File: src/rtl/rpu_pkg.sv
// Shared types and widths for the spike-processing blocks.
package rpu_pkg;

    localparam int SPIKE_CNT_W = 16;
    localparam int SAMPLE_W    = 8;

    typedef enum logic [1:0] {
        INTEGRATE,
        FIRE,
        REFRACT
    } lif_state_t;

endpackage

File: src/rtl/refractory_timer.sv
// 8-bit loadable down-counter that times the dead period after a spike.
module refractory_timer (
    input  logic       clk,
    input  logic       rst,
    input  logic       load,
    input  logic [7:0] load_val,
    output logic       busy,
    output logic       done
);

    logic [7:0] count_q;

    // NOTE: sequential state is written with non-blocking assignments only.
    always_ff @(posedge clk or posedge rst) begin
        if (rst) begin
            count_q <= '0;
        end else if (load) begin
            count_q <= load_val;
        end else if (count_q != 8'd0) begin
            count_q <= count_q - 8'd1;
        end
    end

    assign busy = (count_q != 8'd0);
    // done marks the last dead cycle, so the FSM leaves REFRACT at the following edge.
    assign done = (count_q == 8'd1);

endmodule

File: src/rtl/lif_spike_encoder.sv
// Leaky integrate-and-fire neuron: integrates 8-bit samples, leaks every cycle, emits one-cycle spikes.
module lif_spike_encoder
    import rpu_pkg::*;
#(
    parameter int POT_W          = 12,
    parameter int THRESHOLD      = 200,
    parameter int LEAK_SHIFT     = 3,
    parameter int REFRACT_CYCLES = 4
) (
    input  logic                   clk,
    input  logic                   rst,
    input  logic                   sample_valid,
    input  logic [SAMPLE_W-1:0]    sample_data,
    output logic                   sample_ready,
    output logic                   spike_out,
    output logic [POT_W-1:0]       membrane,
    output logic                   refractory,
    output logic [SPIKE_CNT_W-1:0] spike_count
);

    lif_state_t             state_q, state_d;
    logic [POT_W-1:0]       membrane_d;
    logic                   spike_d;
    logic [SPIKE_CNT_W-1:0] count_d;
    logic                   timer_load, timer_busy, timer_done;
    logic                   accept;
    logic [POT_W-1:0]       leak;
    logic [POT_W:0]         acc_full;
    logic [POT_W-1:0]       acc_sat;

    refractory_timer u_timer (
        .clk      (clk),
        .rst      (rst),
        .load     (timer_load),
        .load_val (8'(REFRACT_CYCLES)),
        .busy     (timer_busy),
        .done     (timer_done)
    );

    assign sample_ready = (state_q == INTEGRATE);
    assign refractory   = (state_q == FIRE) || (state_q == REFRACT);
    assign accept       = sample_valid && sample_ready;

    // One extra bit of headroom so the sum cannot wrap before it is clamped.
    assign leak     = membrane >> LEAK_SHIFT;
    assign acc_full = {1'b0, membrane} - {1'b0, leak}
                    + (accept ? (POT_W+1)'(sample_data) : '0);
    assign acc_sat  = acc_full[POT_W] ? '1 : acc_full[POT_W-1:0];

    // NOTE: every output of this block gets a default first, so no latch can be inferred.
    always_comb begin
        state_d    = state_q;
        membrane_d = membrane;
        spike_d    = 1'b0;
        count_d    = spike_count;
        timer_load = 1'b0;
        case (state_q)
            INTEGRATE: begin
                if (acc_sat >= POT_W'(THRESHOLD)) begin
                    membrane_d = '0;
                    spike_d    = 1'b1;
                    count_d    = (spike_count == '1) ? spike_count : spike_count + 1'b1;
                    state_d    = FIRE;
                end else begin
                    membrane_d = acc_sat;
                end
            end
            FIRE: begin
                membrane_d = '0;
                if (REFRACT_CYCLES == 0) begin
                    state_d = INTEGRATE;
                end else begin
                    timer_load = 1'b1;
                    state_d    = REFRACT;
                end
            end
            REFRACT: begin
                membrane_d = '0;
                if (timer_done || !timer_busy) state_d = INTEGRATE;
            end
            default: state_d = INTEGRATE;
        endcase
    end

    always_ff @(posedge clk or posedge rst) begin
        if (rst) begin
            state_q     <= INTEGRATE;
            membrane    <= '0;
            spike_out   <= 1'b0;
            spike_count <= '0;
        end else begin
            state_q     <= state_d;
            membrane    <= membrane_d;
            spike_out   <= spike_d;
            spike_count <= count_d;
        end
    end

endmodule
File: config.mk
export PLATFORM = sky130hd
export DESIGN_NAME = lif_spike_encoder
export DESIGN_NICKNAME = d
export VERILOG_FILES = /design/src/rtl/rpu_pkg.sv /design/src/rtl/refractory_timer.sv /design/src/rtl/lif_spike_encoder.sv
export SDC_FILE = /design/constraint.sdc
export NUM_CORES = 1
export LEC_CHECK = 0
export CAP_MARGIN = 5
export CORE_MARGIN = 1.5
export CORE_UTILIZATION = 37
export DETAILED_ROUTE_END_ITERATION = 8
export GPL_TIMING_DRIVEN = 0
export HOLD_SLACK_MARGIN = 0.06
export PLACE_DENSITY = 0.57
export SETUP_SLACK_MARGIN = 0.3
export SLEW_MARGIN = 20
export SYNTH_ARGS = -nofsm -noshare
export SYNTH_HDL_FRONTEND = slang
export SYNTH_SLANG_ARGS = --single-unit
File: constraint.sdc
create_clock -name clk -period 6.6 [get_ports clk]
set_clock_uncertainty 0.2 [all_clocks]
set_input_delay 0.99 -clock clk [delete_from_list [all_inputs] [get_ports clk]]
set_output_delay 0.99 -clock clk [all_outputs]
set_load 0.03 [all_outputs]
==> impl_metrics.env <==
export IMPL_ys_ff_latch=39
export IMPL_hp_start="spike_count[7]$_DFFE_PP0P_"
export IMPL_drv_slew=0
export IMPL_hold_path_end="spike_count[7]$_DFFE_PP0P_"
export IMPL_postCtsHoldBufs=0
export IMPL_ant_nets=0
export IMPL_status="complete, no violations"
export IMPL_synth_ff_type="dfrtp_1"
export IMPL_cts_sinks=39
export IMPL_cp_slowest_stage_delay_ps=680
export IMPL_antenna_found_initial=0
export IMPL_io_pins=42
export IMPL_fin_nets=393
export IMPL_routed_wl_mm=6.02
export IMPL_first_pass_iters=4
export IMPL_syn2layout_area_growth_pct=22.8
export IMPL_cpMaxStageDelayCell="nor4_4"
export IMPL_fp_dieH_um=89.8
export IMPL_syn_avg_cell_area_um2=9.24
export IMPL_dieArea_um2=8070
export IMPL_core_region_area_um2=7290
export IMPL_cts_setup_buffers=0
export IMPL_clock_path_buffers=2
export IMPL_rows=31
export IMPL_h_tree_depth=2
export IMPL_synth_edff_count=0
export IMPL_grt_pass1_wl_mm=10.6
export IMPL_clk_pin_slew_ps=80
export IMPL_cp_start_kind="input port"
export IMPL_cp_top_family="compound AO/OA/AOI/OAI gates"
export IMPL_async_reset_ff_frac=1.00
export IMPL_setup_tns_ps=0
export IMPL_crit_chain="clkdlybuf4s50_1 > and2_1 > clkbuf_1 > nand2_1 > fa_1 > inv_1 > fa_1 > a21o_1 > a221o_1 > a41o_1 > a21oi_2 > xnor2_2 > nor4_4 > a22o_2 > mux2_1"
export IMPL_crit_type="in2reg"
export IMPL_cp_required_ps=6570
export IMPL_drive_above_1_share=0.0653
export IMPL_crit_arrival_ps=5620
export IMPL_cts_made_buffers=5
export IMPL_hold_viol=0
export IMPL_clk_latency_ps=280
export IMPL_max_slew_margin_rel=0.538
export IMPL_drt_iter0_markers=133
export IMPL_grt_pass1_vias=2216
export IMPL_rsz0062_at_grt="false"
export IMPL_drcViolationCount=0
export IMPL_hp_class="reg2reg"
export IMPL_gp_congestion=0.834
export IMPL_wl_per_cell_um=13.4
export IMPL_reg2reg_from="state_q[0]$_DFFE_PP0P_"
export IMPL_post_route_min_period_ps=5650
export IMPL_diodes=0
export IMPL_min_path_cells=1
export IMPL_r2r_cells=17
export IMPL_cts_tree="done"
export IMPL_syn_num_nets=344
export IMPL_synth_distinct_cells=45
export IMPL_start_util=0.383
export IMPL_finalCoreUtilization=0.470
export IMPL_crit_fanout=10
export IMPL_rr_endpoint="state_q[1]$_DFFE_PP0P_"
export IMPL_die_width_um=89.8
export IMPL_path_common_cell="fa_1"
export IMPL_synthCells=302
export IMPL_max_cap_viol_count=0
export IMPL_synth_yosys_seq_area_share=0.350
export IMPL_end_kind="flip-flop"
export IMPL_cts_resized=0
export IMPL_vias=2265
export IMPL_worstMarginPinSlew_ps=689
export IMPL_port_buffers=41
export IMPL_crit_buf_inv=3
export IMPL_finalCritPeriodShare=0.856
export IMPL_viasPerCell=5.02
export IMPL_fmaxAchievable_mhz=177
export IMPL_overflow=0
export IMPL_detailed_place_hpwl_mm=4.62
export IMPL_grtUsageTotal=0.159
export IMPL_grt_max_degree=31
export IMPL_cts_root_buf="clkbuf_8"
export IMPL_r2r_slack_ps=950
export IMPL_yosys_warnings=0
export IMPL_synth_area_um2=2790
export IMPL_setup_viol=0
[final cells by class]
class | instances | area [um^2]
Fill cell | 752 | 3870
Multi-Input combinational cell | 222 | 1650
Sequential cell | 39 | 976
Timing Repair Buffer | 42 | 430
Inverter | 35 | 131
Tap cell | 99 | 124
Clock buffer | 7 | 76.3
Buffer | 6 | 30.0
Clock inverter | 1 | 5.00
[worst max path at each step]
stage	startpoint	to	slack, ps	cells past startpoint
2_1_floorplan	state_q[0]$_DFFE_PP0P_	state_q[0]$_DFFE_PP0P_	1580	17
3_3_place_gp	sample_valid	state_q[0]$_DFFE_PP0P_	640	15
3_5_place_dp	sample_valid	state_q[1]$_DFFE_PP0P_	630	15
4_1_cts	state_q[1]$_DFFE_PP0P_	state_q[1]$_DFFE_PP0P_	870	17
5_1_grt	state_q[0]$_DFFE_PP0P_	state_q[1]$_DFFE_PP0P_	530	18
6_report	sample_valid	state_q[1]$_DFFE_PP0P_	950	15
[metal layers]
metal / vias to the layer above / routed length [um] / GRT usage
met4: 0 / 71 / 0.0397
met3: 7 / 228 / 0.0330
li1: 1128 / - / -
met5: - / 0 / 0
met1: 1080 / 2940 / 0.217
met2: 50 / 2780 / 0.258
[cells in the final DEF, fill, tap and decap left out, types with 8 or more instances in the layout]
cell	netlist	final
ha_1	23	23
nand2_1	32	32
nand3_1	10	10
inv_1	35	34
clkdlybuf4s50_1	0	41
xor2_1	17	17
nor2_1	25	25
a21oi_1	11	11
xnor2_1	10	10
fa_1	8	8
dfrtp_1	39	39
[flip-flops by register name, summed over array words and instances (netlist names)]
register         cells
spike_count         16
spike_out            1
u_timer.count_q      8
membrane            12
state_q              2
[cells in the mapped netlist, types with 2 or more instances]
library cell | n | area [um^2]
dfrtp_1 | 39 | 976
inv_1 | 35 | 131
nand2_1 | 32 | 120
nor2_1 | 25 | 93.8
ha_1 | 23 | 288
xor2_1 | 17 | 149
a21oi_1 | 11 | 55.1
nand3_1 | 10 | 50.1
xnor2_1 | 10 | 87.6
fa_1 | 8 | 160
a21o_1 | 7 | 52.6
nor3_1 | 7 | 35.0
o21ai_2 | 7 | 61.3
nor4_1 | 6 | 37.5
and2_1 | 5 | 31.3
and3_1 | 5 | 31.3
and4_1 | 5 | 43.8
nand4_1 | 5 | 31.3
o21ai_0 | 5 | 25.0
or3_1 | 5 | 31.3
clkbuf_1 | 4 | 15.0
mux2_1 | 3 | 33.8
o211ai_1 | 3 | 22.5
a2111oi_0 | 2 | 17.5
a211oi_1 | 2 | 15.0
nand2b_1 | 2 | 12.5
[worst register-to-register path: cells and delay by family (launching register included)]
family / cells / cell delay (ps)
muxes: 1 / 320
buffers and inverters: 4 / 910
adders and majority gates: 3 / 1160
AOI/OAI and AO/OA: 5 / 1350
xor gates and xnor gates: 1 / 180
DFF: 1 / 410
and+or+nand+nor: 3 / 1000
[cell families after synthesis]
| kind of cell | Yosys count | synth area share |
|---|---|---|
| AO/OA/AOI/OAI | 46 | 0.118 |
| AND/OR/NAND/NOR | 113 | 0.207 |
| buffers and inverters | 41 | 0.0578 |
| XOR/XNOR | 28 | 0.0906 |
| multiplexers | 4 | 0.0161 |
| flip-flops | 39 | 0.350 |
| adder cells (fa/ha/maj) | 31 | 0.161 |
[metrics by stage]
stage	worst slack (ps)	hold WS [ps]	cells	instance area [um^2]
global route	529	321	451	3430
finish	952	297	451	3430
CTS	872	297	451	3430
floorplan	1580	310	302	2790
detailed placement	630	279	443	3340
global placement	635	278	442	3320
Power is left out: the tool's default activity adds up to more than one toggle a clock period on the data nets, which glitch-free logic cannot reach.
